`config.mk`:
```
export PLATFORM = sky130hd
export DESIGN_NAME = bht_ckpt_ctrl_flat
export DESIGN_NICKNAME = d
export VERILOG_FILES = /design/src/rtl/ariane_pkg.sv /design/src/rtl/bht_ckpt_ctrl_if.sv /design/src/rtl/fifo_v3.sv /design/src/rtl/bht_ckpt_ctrl.sv /design/src/flat_wrapper.sv
export SDC_FILE = /design/constraint.sdc
export NUM_CORES = 1
export LEC_CHECK = 0
export BUFFER_PORTS_ARGS = -buffer_cell sky130_fd_sc_hd__buf_4
export CORE_UTILIZATION = 50
export CTS_CLUSTER_SIZE = 10
export DETAILED_ROUTE_END_ITERATION = 8
export PLACE_DENSITY = 0.7
export SLEW_MARGIN = 20
export SYNTH_ARGS = -nofsm -noshare
export SYNTH_HDL_FRONTEND = slang
export SYNTH_SLANG_ARGS = --single-unit
```
`constraint.sdc`:
```
create_clock -name clk_i -period 7.4 [get_ports clk_i]
set_input_delay 0 -clock clk_i [delete_from_list [all_inputs] [get_ports clk_i]]
set_output_delay 0 -clock clk_i [all_outputs]
set_load 0.1 [all_outputs]
```
`src/rtl/ariane_pkg.sv`:
```
// Shared frontend types for the BHT checkpoint controller: update record,
// controller FSM states and default sizing.
package ariane_pkg;

    typedef struct packed {
        logic        valid;
        logic [63:0] pc;
        logic        taken;
    } bht_update_t;

    typedef enum logic [1:0] {
        IDLE,
        DRAIN,
        SWITCH,
        DONE
    } bht_ckpt_state_e;

    localparam int unsigned BHT_CKPT_DEPTH     = 4;
    localparam int unsigned BHT_CKPT_MAX_DRAIN = 64;

endpackage

```
`src/rtl/bht_ckpt_ctrl_if.sv`:
```
// Mode-switch handshake between the checkpoint requester and the BHT
// checkpoint controller, plus the resulting mode seen by the selector.
interface bht_ckpt_ctrl_if;

    logic ckpt_req;
    logic ckpt_target;
    logic ckpt_ack;
    logic checkpoint_mode;

    modport master (
        output ckpt_req,
        output ckpt_target,
        input  ckpt_ack,
        input  checkpoint_mode
    );

    modport slave (
        input  ckpt_req,
        input  ckpt_target,
        output ckpt_ack,
        output checkpoint_mode
    );

endinterface

```
`src/rtl/fifo_v3.sv`:
```
// Non-fall-through FIFO: data_o shows the head entry, push and pop may
// coincide even when full, flush_i empties it and overrides push/pop.
module fifo_v3 #(
    parameter int unsigned DEPTH      = 4,
    parameter type         dtype      = logic,
    parameter int unsigned ADDR_DEPTH = (DEPTH > 1) ? $clog2(DEPTH) : 1
) (
    input  logic                clk_i,
    input  logic                rst_ni,
    input  logic                flush_i,
    output logic                full_o,
    output logic                empty_o,
    output logic [ADDR_DEPTH:0] usage_o,
    input  dtype                data_i,
    input  logic                push_i,
    output dtype                data_o,
    input  logic                pop_i
);

    logic [ADDR_DEPTH-1:0] rd_ptr_q, rd_ptr_d;
    logic [ADDR_DEPTH-1:0] wr_ptr_q, wr_ptr_d;
    logic [ADDR_DEPTH:0]   cnt_q, cnt_d;
    logic                  do_push;
    logic                  do_pop;
    dtype                  mem_q [DEPTH];

    assign full_o  = (cnt_q == (ADDR_DEPTH + 1)'(DEPTH));
    assign empty_o = (cnt_q == '0);
    assign usage_o = cnt_q;
    assign data_o  = mem_q[rd_ptr_q];

    // When full, a pop frees the head slot in the same cycle, so the push
    // may land in it (the write pointer equals the read pointer then).
    assign do_pop  = pop_i & ~empty_o & ~flush_i;
    assign do_push = push_i & (~full_o | do_pop) & ~flush_i;

    always_comb begin
        rd_ptr_d = rd_ptr_q;
        wr_ptr_d = wr_ptr_q;
        cnt_d    = cnt_q;
        if (flush_i) begin
            rd_ptr_d = '0;
            wr_ptr_d = '0;
            cnt_d    = '0;
        end else begin
            if (do_push) wr_ptr_d = wr_ptr_q + 1'b1;
            if (do_pop)  rd_ptr_d = rd_ptr_q + 1'b1;
            if (do_push && !do_pop)      cnt_d = cnt_q + 1'b1;
            else if (do_pop && !do_push) cnt_d = cnt_q - 1'b1;
        end
    end

    always_ff @(posedge clk_i or negedge rst_ni) begin
        if (!rst_ni) begin
            rd_ptr_q <= '0;
            wr_ptr_q <= '0;
            cnt_q    <= '0;
        end else begin
            rd_ptr_q <= rd_ptr_d;
            wr_ptr_q <= wr_ptr_d;
            cnt_q    <= cnt_d;
        end
    end

    always_ff @(posedge clk_i) begin
        if (do_push) mem_q[wr_ptr_q] <= data_i;
    end

endmodule

```
`src/rtl/bht_ckpt_ctrl.sv`:
```
// Buffers resolved BHT updates for the checkpointed selector and switches the
// checkpoint mode only once every old-mode update has been issued or dropped.
module bht_ckpt_ctrl
    import ariane_pkg::*;
#(
    parameter int unsigned DEPTH     = BHT_CKPT_DEPTH,
    parameter int unsigned MAX_DRAIN = BHT_CKPT_MAX_DRAIN,
    parameter int unsigned CNT_W     = 8
) (
    input  logic             clk_i,
    input  logic             rst_ni,
    input  logic             flush_i,
    input  logic             debug_mode_i,
    input  bht_update_t      bht_update_i,
    bht_ckpt_ctrl_if.slave   ckpt_if,
    output bht_update_t      bht_update_o,
    output logic             fifo_full_o,
    output logic [CNT_W-1:0] drop_cnt_o
);

    localparam int unsigned ADDR_W  = (DEPTH > 1) ? $clog2(DEPTH) : 1;
    localparam int unsigned DRAIN_W = (MAX_DRAIN > 1) ? $clog2(MAX_DRAIN) : 1;

    bht_ckpt_state_e    state_q, state_d;
    logic               mode_q, mode_d;
    logic [DRAIN_W-1:0] drain_cnt_q, drain_cnt_d;
    logic [CNT_W-1:0]   drop_cnt_q, drop_cnt_d;
    bht_update_t        upd_q, upd_d;

    logic               fifo_full;
    logic               fifo_empty;
    logic               fifo_flush;
    logic               fifo_push;
    logic               fifo_pop;
    logic [ADDR_W:0]    fifo_usage;
    bht_update_t        fifo_data;

    logic               push_req;
    logic               quiet;
    logic               force_drain;
    logic [CNT_W:0]     drop_inc;
    logic [CNT_W:0]     drop_sum;

    assign push_req    = bht_update_i.valid & ~debug_mode_i & ~flush_i;
    assign quiet       = fifo_empty & ~upd_q.valid & ~push_req;
    assign force_drain = (state_q == DRAIN) & ~quiet
                       & (drain_cnt_q == DRAIN_W'(MAX_DRAIN - 1));

    // A push arriving with a forced discard or in SWITCH would be issued
    // under the new mode, so it is refused and counted as a drop.
    assign fifo_flush = flush_i | force_drain;
    assign fifo_pop   = ~fifo_empty & ~fifo_flush;
    assign fifo_push  = push_req & ~force_drain & (state_q != SWITCH)
                      & (~fifo_full | fifo_pop);

    fifo_v3 #(
        .DEPTH (DEPTH),
        .dtype (bht_update_t)
    ) i_fifo (
        .clk_i   (clk_i),
        .rst_ni  (rst_ni),
        .flush_i (fifo_flush),
        .full_o  (fifo_full),
        .empty_o (fifo_empty),
        .usage_o (fifo_usage),
        .data_i  (bht_update_i),
        .push_i  (fifo_push),
        .data_o  (fifo_data),
        .pop_i   (fifo_pop)
    );

    always_comb begin
        drop_inc = '0;
        if (force_drain) drop_inc = (CNT_W + 1)'(fifo_usage);
        if (push_req && !fifo_push) drop_inc = drop_inc + 1'b1;
        drop_sum   = {1'b0, drop_cnt_q} + drop_inc;
        drop_cnt_d = drop_sum[CNT_W] ? '1 : drop_sum[CNT_W-1:0];
    end

    // Payload fields hold their last value while nothing is issued.
    always_comb begin
        upd_d       = upd_q;
        upd_d.valid = 1'b0;
        if (fifo_pop) begin
            upd_d       = fifo_data;
            upd_d.valid = 1'b1;
        end
    end

    always_comb begin
        state_d     = state_q;
        mode_d      = mode_q;
        drain_cnt_d = drain_cnt_q;
        case (state_q)
            IDLE: begin
                if (ckpt_if.ckpt_req) begin
                    if (ckpt_if.ckpt_target == mode_q) begin
                        state_d = DONE;
                    end else begin
                        state_d     = DRAIN;
                        drain_cnt_d = '0;
                    end
                end
            end
            DRAIN: begin
                drain_cnt_d = drain_cnt_q + 1'b1;
                if (quiet || force_drain) state_d = SWITCH;
            end
            SWITCH: begin
                mode_d  = ckpt_if.ckpt_target;
                state_d = DONE;
            end
            DONE: begin
                state_d = IDLE;
            end
            default: begin
                state_d = IDLE;
            end
        endcase
    end

    always_ff @(posedge clk_i or negedge rst_ni) begin
        if (!rst_ni) begin
            state_q     <= IDLE;
            mode_q      <= 1'b0;
            drain_cnt_q <= '0;
            drop_cnt_q  <= '0;
            upd_q       <= '0;
        end else begin
            state_q     <= state_d;
            mode_q      <= mode_d;
            drain_cnt_q <= drain_cnt_d;
            drop_cnt_q  <= drop_cnt_d;
            upd_q       <= upd_d;
        end
    end

    assign ckpt_if.ckpt_ack        = (state_q == DONE);
    assign ckpt_if.checkpoint_mode = mode_q;
    assign bht_update_o            = upd_q;
    assign fifo_full_o             = fifo_full;
    assign drop_cnt_o              = drop_cnt_q;

endmodule
```
`src/flat_wrapper.sv`:
```
// flat-port wrapper written by rule: the top's interface ports become plain ports
module bht_ckpt_ctrl_flat import ariane_pkg::*;
#(
    parameter int unsigned DEPTH     = BHT_CKPT_DEPTH,
    parameter int unsigned MAX_DRAIN = BHT_CKPT_MAX_DRAIN,
    parameter int unsigned CNT_W     = 8
)
  (clk_i, rst_ni, flush_i, debug_mode_i, bht_update_i, bht_update_o, fifo_full_o, drop_cnt_o, ckpt_if_ckpt_req, ckpt_if_ckpt_target, ckpt_if_ckpt_ack, ckpt_if_checkpoint_mode);
  bht_ckpt_ctrl_if ckpt_if_i ();
  input  logic clk_i;
  input  logic rst_ni;
  input  logic flush_i;
  input  logic debug_mode_i;
  input  bht_update_t bht_update_i;
  output bht_update_t bht_update_o;
  output logic fifo_full_o;
  output logic [CNT_W-1:0] drop_cnt_o;
  input wire logic [$bits(ckpt_if_i.ckpt_req)-1:0] ckpt_if_ckpt_req;
  input wire logic [$bits(ckpt_if_i.ckpt_target)-1:0] ckpt_if_ckpt_target;
  output wire logic [$bits(ckpt_if_i.ckpt_ack)-1:0] ckpt_if_ckpt_ack;
  output wire logic [$bits(ckpt_if_i.checkpoint_mode)-1:0] ckpt_if_checkpoint_mode;
  assign ckpt_if_i.ckpt_req = ckpt_if_ckpt_req;
  assign ckpt_if_i.ckpt_target = ckpt_if_ckpt_target;
  assign ckpt_if_ckpt_ack = ckpt_if_i.ckpt_ack;
  assign ckpt_if_checkpoint_mode = ckpt_if_i.checkpoint_mode;
  bht_ckpt_ctrl #(.DEPTH(DEPTH), .MAX_DRAIN(MAX_DRAIN), .CNT_W(CNT_W)) u_core (.clk_i(clk_i), .rst_ni(rst_ni), .flush_i(flush_i), .debug_mode_i(debug_mode_i), .bht_update_i(bht_update_i), .ckpt_if(ckpt_if_i), .bht_update_o(bht_update_o), .fifo_full_o(fifo_full_o), .drop_cnt_o(drop_cnt_o));
endmodule
```
==> flow_metrics.env, run 1 <==
export IMPL_place_hpwl_um=14360
export IMPL_synth_sequential_area_ratio_pct=74.09
export IMPL_routed_via_count=6897
export IMPL_power_static_leakage_nw=6.183
export IMPL_hold_viol_final=0
export IMPL_syn_mean_instance_area_um2=20.70
export IMPL_global_route_overflow_total=0
export IMPL_finish_net_count=987
export IMPL_postRouteAntennaNets=0
export IMPL_worstHoldPathType="in2async"
export IMPL_synth_top_cells_by_count="edfxtp_1 (260), dfrtp_1 (90), mux4_2 (65)"
export IMPL_cts_sinks=350
export IMPL_clk_pin_slew_worst_paths_ps=60
export IMPL_initial_core_util_pct=51.52
export IMPL_clock_fmax_mhz=305.4
export IMPL_maximum_level_of_the_cts_h_tree=2
export IMPL_cts_root_buffer="clkbuf_16"
export IMPL_routedWlPerCell_um=20.73
export IMPL_ys_warnings_count=0
export IMPL_finalMaxSlewViolations=0
export IMPL_placed_cells=1117
export IMPL_synthToLayoutAreaGrowth_pct=24.87
export IMPL_worstPathCellList="inv_1 > ha_1 > nand3_1 > nor2_4 > nand2_1 > inv_1 > ha_1 > o21ai_0 > mux2_2 > fa_1 > nor2b_1 > o21ai_1 > a21oi_1 > mux2_2"
export IMPL_largest_net_degree_at_the_start_of_global_routing=67
export IMPL_wirelength_routed_um=26220
export IMPL_finalPower_w=0.007350
export IMPL_cts_buffer_depth=3
export IMPL_proportion_of_layout_cells_with_a_drive_suffix_above_1_pct=37.10
export IMPL_timing_setup_critical_path_class="reg2reg"
export IMPL_initial_antenna_violation_count=0
export IMPL_critical_path_top_delay_family="adder cells"
export IMPL_fin_worst_skew_ps=10.78
export IMPL_stdcell_count=1265
export IMPL_pin_count=149
export IMPL_post_cts_resized_instances=0
export IMPL_post_synth_num_cell_types=43
export IMPL_path_max_fanout=7
export IMPL_max_slew_worst_pin_slew_ps=1075
export IMPL_cp_max_delay_cell="fa_1"
export IMPL_yosys_register_bits=350
export IMPL_asyncSetResetFlopFracSynth_pct=25.71
export IMPL_critical_path_startpoint_type="flop"
export IMPL_grt_setup_unrepaired="false"
export IMPL_synth_top_area_share_pct=57.51
export IMPL_area_of_the_core_um2=26350
export IMPL_synthDominantAreaCellType="edfxtp_1"
export IMPL_status="complete, no violations"
export IMPL_cts_buffers_inserted=41
export IMPL_final_setup_tns_ps=0
export IMPL_cp_required_ps=7800
export IMPL_worstPathBufferInverterCount=2
export IMPL_synth_net_count=745
export IMPL_post_dp_cell_area_um2=14960
export IMPL_first_pass_iters=4
export IMPL_insertion_delay_ps=520
export IMPL_total_track_usage_pct=19.67
export IMPL_floorplan_die_area_um2=27820
export IMPL_vdd_ir_drop_worst_uv=403.2
export IMPL_gp_routability_congestion=0.7606
export IMPL_dieHeight_um=166.8
export IMPL_insertedDiodeCount=0
export IMPL_synth_top_cells_by_area="edfxtp_1 (58%), dfrtp_1 (17%), mux4_2 (11%)"
export IMPL_power_density_nw_per_um2=433.5
export IMPL_std_cell_rows=59
export IMPL_grt_pass1_vias=7570
export IMPL_worst_ep_arrival_time_ps=3680
export IMPL_fin_crit_sh_pct=44.25
export IMPL_synth_edf_count=260
export IMPL_postCtsSetupBuffers=0
export IMPL_synthCells=656
export IMPL_drt_drc_violations_left=0
export IMPL_end_kind="flop"
export IMPL_floorplan_die_width_um=166.8
export IMPL_worst_hold_slack_ps=51.45
export IMPL_slew_headroom_pct=28.33
export IMPL_timing_critical_path_slowest_cell_delay_ps=410
export IMPL_most_repeated_cell_in_the_gate_level_netlist_after_synthesis="edfxtp_1"
export IMPL_route_detailed_vias_per_inst=5.452
export IMPL_final_area_um2=16950
export IMPL_drt_iter0_drc=468
export IMPL_ys_flop_type="edfxtp_1"
export IMPL_fin_crit_ps=3275
export IMPL_setup_viol=0
export IMPL_grt_pass1_wl_um=41670
export IMPL_syn_area_um2=13580
export IMPL_timing_max_cap_violations=0
export IMPL_port_buffers=148
export IMPL_tritoncts="built"
final timing paths:
check / endpoint / slack, ps / cells after the start / from
max reg2reg: u_core.drop_cnt_o[6] / 4130 / 14 / u_core.state_q[1]
max in group asynchronous: u_core.i_fifo.rd_ptr_q[0] / 6310 / 3 / rst_ni
min: u_core.bht_update_o[9] / 50 / 3 / rst_ni
min reg2reg: u_core.bht_update_o[32] / 510 / 1 / u_core.bht_update_o[32]
max: u_core.drop_cnt_o[6] / 4130 / 14 / u_core.state_q[1]
min in group clk_i: u_core.i_fifo.mem_q[2][8] / 230 / 2 / bht_update_i[8]
cell usage in the layout (no fill, tap or decap), types with 14 or more instances in the layout:
cell type      count
buf_4            151
clkbuf_1          29
clkbuf_16         42
dfrtp_1           88
dlygate4sd3_1     71
edfxtp_1         260
ha_1              16
mux2_2            38
mux2_4            31
mux4_2            65
o21ai_0           14
cells by family after synthesis:
logic type      Yosys count  synth area share [%]
flops                   350                 74.09
mux                     137                 17.58
simple gates             66                 2.728
compound gates           41                 1.751
buf+inv                  38                 1.769
fa+ha+maj                17                 1.622
xor+xnor                  7                0.4516
tightest hold or removal path: stages:
cell and delay (ps):
dlygate4sd3_1 550, buf_4 170, buf_12 210
registers in the layout, indices dropped and copies added, names as in the netlist:
| register | flops |
|---|---|
| u_core.drop_cnt_o | 8 |
| u_core.i_fifo.usage_o | 3 |
| u_core.i_fifo.mem_q | 260 |
| u_core.bht_update_o | 66 |
| u_core.state_q | 2 |
| u_core.i_fifo.rd_ptr_q | 2 |
| u_core.ckpt_if.checkpoint_mode | 1 |
| u_core.drain_cnt_q | 6 |
| u_core.i_fifo.wr_ptr_q | 2 |
through the flow:
step	util (%)	setup WS (ps)
floorplan	-	4310
global placement	56.77	4176
detailed placement	56.77	4119
CTS	64.23	4103
global route	64.33	3813
finish	64.33	4125
repair_timing:
action                                  CTS  global route
endpoints found under the setup margin    0             0
endpoints found under the hold margin   303             0
hold buffers                             72             0
per-layer routing:
| layer | global-route usage, % | vias up | wire length, um |
|---|---|---|---|
| li1 | - | 3093 | - |
| met5 | 0 | - | 0 |
| met1 | 24.91 | 3606 | 10910 |
| met2 | 33.76 | 161 | 13560 |
| met3 | 4.491 | 37 | 1293 |
| met4 | 6.361 | 0 | 459 |
area by class of cell:
cell class,count,area [um2]
multi-input combinational,268,3293
fill,1767,9400
tap,335,419.2
clock buffer,73,1187
clock inverter,2,46.29
timing repair buffer,224,1892
sequential,350,10070
inverter,13,48.80
power breakdown:
group | leakage [nW] | switching, W | internal (W)
clock | 0.587 | 0.000731 | 0.00111
combinational | 2.17 | 0.00199 | 0.000869
sequential | 3.43 | 0.000260 | 0.00238
(Power assumes the default switching activity.)
==> run 2, diff against run 1 <==
Settings changed: PLACE_DENSITY 0.7 to 0.72.
Clock period 7.4 ns to 2.9 ns, I/O delays scaled along.
==> run 2 against run 1 <==
  * Via count grew 1.8%
  * Sequential share of layout area decreased by 1.2 points
  * Wire length grew 2.3%
  * Maximum frequency increased by 17%
  * Clock skew up 13 ps
  * Register-to-register slack lost 4000 ps
  * Non-clock buffer count grew 26
  * Count of clock-buffer cells in the layout unchanged
  * Final cell count up 2.1%
  * Worst hold slack better by 71 ps
  * Clock power increased to 2.5 times the previous value
  * Critical path type unchanged
  * Largest cell class unchanged
==> flow_metrics.env, run 2 (synthesis results as in run 1) <==
export IMPL_end_kind="flop"
export IMPL_postRouteAntennaNets=0
export IMPL_power_switching_w=0.007670
export IMPL_final_setup_tns_ps=0
export IMPL_finish_net_count=1013
export IMPL_worstPathCellList="inv_1 > ha_4 > nand3_2 > or2_2 > o21ai_1 > ha_2 > inv_1 > fa_2 > nor2b_4 > o21ai_4 > a21oi_2 > mux2_2"
export IMPL_std_cell_rows=59
export IMPL_initial_core_util_pct=51.52
export IMPL_largest_register_ffs=260
export IMPL_path_max_fanout=6
export IMPL_dieHeight_um=166.8
export IMPL_hold_viol_final=0
export IMPL_tritoncts="built"
export IMPL_largest_register="u_core.i_fifo.mem_q"
export IMPL_drt_drc_violations_left=0
export IMPL_finalMaxSlewViolations=0
export IMPL_insertedDiodeCount=0
export IMPL_first_pass_iters=4
export IMPL_timing_max_cap_violations=0
export IMPL_largest_net_degree_at_the_start_of_global_routing=57
export IMPL_seq_power_share_pct=35.2
export IMPL_worstHoldPathType="in2async"
export IMPL_floorplan_die_width_um=166.8
export IMPL_fin_worst_skew_ps=23.91
export IMPL_r2r_slack_ps=100
export IMPL_pwr_share_comb_pct=40.1
export IMPL_routed_via_count=7023
export IMPL_max_slew_worst_pin_slew_ps=845.7
export IMPL_routedWlPerCell_um=20.77
export IMPL_synthToLayoutAreaGrowth_pct=27.53
export IMPL_cts_sinks=350
export IMPL_insertion_delay_ps=530
export IMPL_total_track_usage_pct=19.95
export IMPL_route_detailed_vias_per_inst=5.436
export IMPL_place_hpwl_um=15500
export IMPL_multi_input_area_um2=3358
export IMPL_cell_internal_pwr_w=0.01120
export IMPL_grt_pass1_vias=7827
export IMPL_area_of_the_core_um2=26350
export IMPL_maximum_level_of_the_cts_h_tree=2
export IMPL_port_buffers=148
export IMPL_power_switching_fraction_pct=40.65
export IMPL_gp_routability_congestion=0.7885
export IMPL_worst_ep_arrival_time_ps=3200
export IMPL_grt_pass1_wl_um=42910
export IMPL_register_area_um2=10070
export IMPL_cts_root_buffer="clkbuf_16"
export IMPL_initial_antenna_violation_count=0
export IMPL_cp_max_delay_cell="fa_2"
export IMPL_finalPower_w=0.01887
export IMPL_fillers=1732
export IMPL_power_density_nw_per_um2=1090
export IMPL_proportion_of_layout_cells_with_a_drive_suffix_above_1_pct=40.13
export IMPL_global_route_overflow_total=0
export IMPL_slew_headroom_pct=43.62
export IMPL_floorplan_die_area_um2=27820
export IMPL_fin_crit_sh_pct=96.67
export IMPL_setup_viol=0
export IMPL_final_common_cell="edfxtp_1"
export IMPL_layout_cells_most_common_list="edfxtp_1 (260), buf_4 (169), dfrtp_1 (88), dlygate4sd3_1 (71), mux4_2 (65)"
export IMPL_clock_fmax_mhz=356.7
export IMPL_drt_iter0_drc=436
export IMPL_wirelength_routed_um=26830
export IMPL_fin_crit_ps=2804
export IMPL_pin_count=149
export IMPL_cts_buffers_inserted=41
export IMPL_power_clock_fraction_pct=24.7
export IMPL_most_numerous_cell_on_the_critical_path="inv_1"
export IMPL_worst_r2r_startpoint="u_core.state_q[1]"
export IMPL_clk_pin_slew_worst_paths_ps=50
export IMPL_critical_path_startpoint_type="flop"
export IMPL_worst_reg2reg_path_endpoint="u_core.drop_cnt_o[6]"
export IMPL_cp_required_ps=3300
export IMPL_timing_critical_path_slowest_cell_delay_ps=400
export IMPL_power_static_leakage_nw=6.352
export IMPL_status="complete, no violations"
export IMPL_cts_buffer_depth=3
export IMPL_timing_setup_critical_path_class="reg2reg"
export IMPL_number_of_cell_instances_on_the_worst_register_to_register_path=12
export IMPL_vdd_ir_drop_worst_uv=925.1
==> run 2: cell types whose count changed in the layout (fill, tap and decap cells not counted), sizes merged <==
cell / change
bufinv: -1
buf: +26
inv: +1
clkinv: +1
==> run 2: worst max-delay path by stage <==
stage | start | endpoint | slack, ps | cells after the start
final | u_core.state_q[1] | u_core.drop_cnt_o[6] | 100 | 12
after floorplan | u_core.state_q[1] | u_core.drop_cnt_o[6] | 10 | 13
after global placement | u_core.drain_cnt_q[0] | u_core.drop_cnt_o[6] | 60 | 12
after CTS | u_core.state_q[1] | u_core.drop_cnt_o[7] | 30 | 14
after global routing | u_core.state_q[1] | u_core.drop_cnt_o[7] | -40 | 15
after detailed placement | u_core.state_q[1] | u_core.drop_cnt_o[6] | -110 | 13
==> run 2: final cells by class <==
class,count,area share (%)
multi-input cells,268,19.40
clock buffers,73,6.916
well taps,335,2.421
clock inverters,3,0.2529
flip-flops and latches,350,58.14
repair buffers,250,12.59
inverters,13,0.2818
==> run 2: power groups by stage <==
stage                     combinational (W)  clock [W]  sequential, W
after floorplan                     0.00237          0         0.0102
after global placement              0.00736          0        0.00670
after detailed placement            0.00746          0        0.00674
after CTS                           0.00758    0.00475        0.00666
after global routing                0.00784    0.00496        0.00674
final                               0.00756    0.00466        0.00665
==> run 2: worst max-delay path: cells and delay by family (launching register included) <==
kind	cells	cell delay (ps)
adders and majority gates	3	780
and+or+nand+nor	3	600
AOI/OAI and AO/OA	3	390
DFF	1	380
muxes	1	340
buffers and inverters	2	190
==> run 2: what timing repair did <==
item	in CTS	in global routing
buffers inserted	1	5
endpoints found under the setup margin	4	6
pin swaps	0	6
resized for setup	3	13
hold buffers	71	0
hold endpoints to repair	329	0
==> run 2: per-layer routing <==
layer	vias up	global-route usage, %	share of wire, %
li1	3137	-	-
met1	3657	25.09	41
met2	181	35.28	52
met3	48	3.969	4.4
met4	0	5.556	1.9
met5	-	0	0
==> run 2: metrics by stage <==
stage / utilization [%] / cells / setup slack [ps] / hold WS, ps / instance area (um2)
after global placement: 57.90 / 1139 / 57.06 / 138.4 / 15260
after CTS: 65.37 / 1287 / 26.87 / 168.0 / 17230
final: 65.70 / 1292 / 96.49 / 122.4 / 17310
after global routing: 65.70 / 1292 / -44.13 / 200.4 / 17310
after detailed placement: 57.90 / 1139 / -108.3 / 161.9 / 15260
after floorplan: - / 656 / 13.28 / -295.6 / 13590
==> run 3, diff against run 2 <==
Settings changed: CORE_MARGIN set to 3, PLACE_DENSITY 0.72 to 0.7.
Clock period 2.9 ns to 2.7 ns, I/O delays scaled along.
==> run 3 against run 2 <==
  * The run now ends with setup timing left
  * Die area increased by 4.9%
  * Worst hold slack got worse by 91 ps
  * Utilization increased by 0.31 points
  * Critical endpoint is now u_core.drop_cnt_o[2]
==> flow_metrics.env, run 3 (synthesis results as in run 1) <==
export IMPL_first_pass_iters=4
export IMPL_setup_viol=1
export IMPL_synthToLayoutAreaGrowth_pct=28.14
export IMPL_critical_path_top_delay_family="adder cells"
export IMPL_cts_root_buffer="clkbuf_16"
export IMPL_fin_util_pct=66.01
export IMPL_min_delay_start="bht_update_i[65]"
export IMPL_fin_crit_ps=2704
export IMPL_power_static_leakage_nw=6.359
export IMPL_final_setup_tns_ps=-4.258
export IMPL_initial_antenna_violation_count=0
export IMPL_drt_iter0_drc=446
export IMPL_worst_ep_arrival_time_ps=3090
export IMPL_fin_crit_sh_pct=100.2
export IMPL_routedWlPerCell_um=21.14
export IMPL_initial_core_util_pct=51.52
export IMPL_fin_ws_ps=-4.258
export IMPL_routed_via_count=7102
export IMPL_power_switching_w=0.008247
export IMPL_finalMaxSlewViolations=0
export IMPL_max_slew_worst_pin_slew_ps=913.4
export IMPL_clock_fmax_mhz=369.8
export IMPL_critical_path_startpoint_type="flop"
export IMPL_cell_internal_pwr_w=0.01198
export IMPL_pwr_share_comb_pct=40.7
export IMPL_tritoncts="built"
export IMPL_postRouteAntennaNets=0
export IMPL_r2r_slack_ps=-4
export IMPL_timing_setup_critical_path_class="reg2reg"
export IMPL_number_of_cell_instances_on_the_worst_register_to_register_path=15
export IMPL_worstSetupStartpoint="u_core.drain_cnt_q[1]"
export IMPL_gp_routability_congestion=0.8181
export IMPL_vdd_ir_drop_worst_uv=1197
export IMPL_cp_required_ps=3090
export IMPL_power_switching_fraction_pct=40.78
export IMPL_worstHoldPathType="in2reg"
export IMPL_timing_max_cap_violations=0
export IMPL_dieHeight_um=170.8
export IMPL_pin_count=149
export IMPL_fin_worst_skew_ps=12.85
export IMPL_grt_pass1_vias=7879
export IMPL_global_route_overflow_total=0
export IMPL_floorplan_die_area_um2=29170
export IMPL_worst_reg2reg_path_endpoint="u_core.drop_cnt_o[2]"
export IMPL_place_hpwl_um=15780
export IMPL_worstPathCellList="ha_2 > nand3_4 > nor2_4 > and2_4 > ha_1 > o21ai_2 > mux2_4 > fa_2 > nor2b_4 > buf_4 > buf_4 > buf_4 > buf_4 > buf_4 > o21ai_1"
export IMPL_largest_register_ffs=260
export IMPL_final_common_cell="edfxtp_1"
export IMPL_largest_net_degree_at_the_start_of_global_routing=67
export IMPL_worst_r2r_startpoint="u_core.drain_cnt_q[1]"
export IMPL_layout_cells_most_common_list="edfxtp_1 (260), buf_4 (170), dfrtp_1 (88), dlygate4sd3_1 (70), mux4_2 (65)"
export IMPL_cp_max_delay_cell="dfrtp_1"
export IMPL_cts_buffers_inserted=41
export IMPL_grt_pass1_wl_um=43460
export IMPL_grt_setup_unrepaired="true"
export IMPL_slew_headroom_pct=39.11
export IMPL_power_clock_fraction_pct=24.1
export IMPL_worstPathBufferInverterCount=5
export IMPL_end_kind="flop"
export IMPL_status="complete, but fails checks"
export IMPL_proportion_of_layout_cells_with_a_drive_suffix_above_1_pct=41.29
export IMPL_std_cell_rows=59
export IMPL_clk_pin_slew_worst_paths_ps=60
export IMPL_timing_critical_path_slowest_cell_delay_ps=390
export IMPL_most_numerous_cell_on_the_critical_path="buf_4"
export IMPL_maximum_level_of_the_cts_h_tree=2
export IMPL_power_density_nw_per_um2=1162
export IMPL_seq_power_share_pct=35.2
export IMPL_min_delay_path_depth=4
export IMPL_cts_buffer_depth=3
export IMPL_route_detailed_vias_per_inst=5.484
export IMPL_path_max_fanout=4
export IMPL_violated_checks="setup timing"
export IMPL_largest_register="u_core.i_fifo.mem_q"
export IMPL_area_of_the_core_um2=26350
export IMPL_hold_viol_final=0
export IMPL_cts_sinks=350
export IMPL_finish_net_count=1017
export IMPL_floorplan_die_width_um=170.8
export IMPL_insertion_delay_ps=510
export IMPL_wirelength_routed_um=27380
export IMPL_total_track_usage_pct=19.23
export IMPL_port_buffers=148
export IMPL_drt_drc_violations_left=0
export IMPL_hold_path_endpoint="u_core.i_fifo.wr_ptr_q[1]"
## run 3: repair_timing
action,CTS,global route
setup endpoints to repair,3,8
endpoints found under the hold margin,334,0
pin swaps,2,8
gates resized for setup,3,23
buffers inserted,6,5
hold buffers,70,0
## run 3: worst max-delay path by stage
stage                           end  slack [ps]  depth (start not counted)
2_1_floorplan  u_core.drop_cnt_o[6]          20                         12
3_3_place_gp   u_core.drop_cnt_o[6]          20                         12
3_5_place_dp   u_core.drop_cnt_o[6]         -80                         12
4_1_cts        u_core.drop_cnt_o[6]          -6                         12
5_1_grt        u_core.drop_cnt_o[7]        -110                         15
6_report       u_core.drop_cnt_o[2]          -4                         15
## run 3: per-layer routing
layer / wire length, um / global-route usage [%] / vias up
met3: 1342 / 3.743 / 61
li1: - / - / 3151
met2: 14380 / 33.58 / 207
met4: 655 / 5.503 / 0
met1: 11000 / 24.80 / 3683
met5: 0 / 0 / -
## run 3: through the flow
step / hold WS, ps / worst slack (ps) / total power, W / std cells / cell area (um2)
2_1_floorplan: -295.6 / 18.24 / 0.01352 / 656 / 13630
3_3_place_gp: 186.4 / 15.90 / 0.01518 / 1139 / 15330
3_5_place_dp: 188.1 / -79.82 / 0.01532 / 1139 / 15330
4_1_cts: 23.02 / -6.375 / 0.02035 / 1289 / 17270
5_1_grt: 57.75 / -110.0 / 0.02100 / 1294 / 17390
6_report: 31.67 / -4.258 / 0.02022 / 1295 / 17400
## run 3: layout make-up
cell class                 count  area (um2)
tap                          335       419.2
timing repair buffer         254        2240
fill                        1712        8957
inverter                      13       48.80
sequential                   350       10070
antenna                        1       2.502
clock inverter                 3       25.02
multi-input combinational    268        3435
clock buffer                  71        1160
## run 3: worst reg2reg max path, cell delays in order (launching register included)
cell and delay [ps]:
dfrtp_1 390, ha_2 210, nand3_4 90, nor2_4 50, and2_4 150, ha_1 270
o21ai_2 60, mux2_4 260, fa_2 370, nor2b_4 160, buf_4 120, buf_4 90
buf_4 90, buf_4 100, buf_4 100, o21ai_1 60
## run 3: power groups by stage
stage	sequential (W)	clock, W	combinational (W)
after floorplan	0.0110	0	0.00256
after global placement	0.00717	0	0.00800
after detailed placement	0.00720	0	0.00812
after CTS	0.00712	0.00500	0.00823
after global routing	0.00721	0.00523	0.00856
final	0.00712	0.00487	0.00823
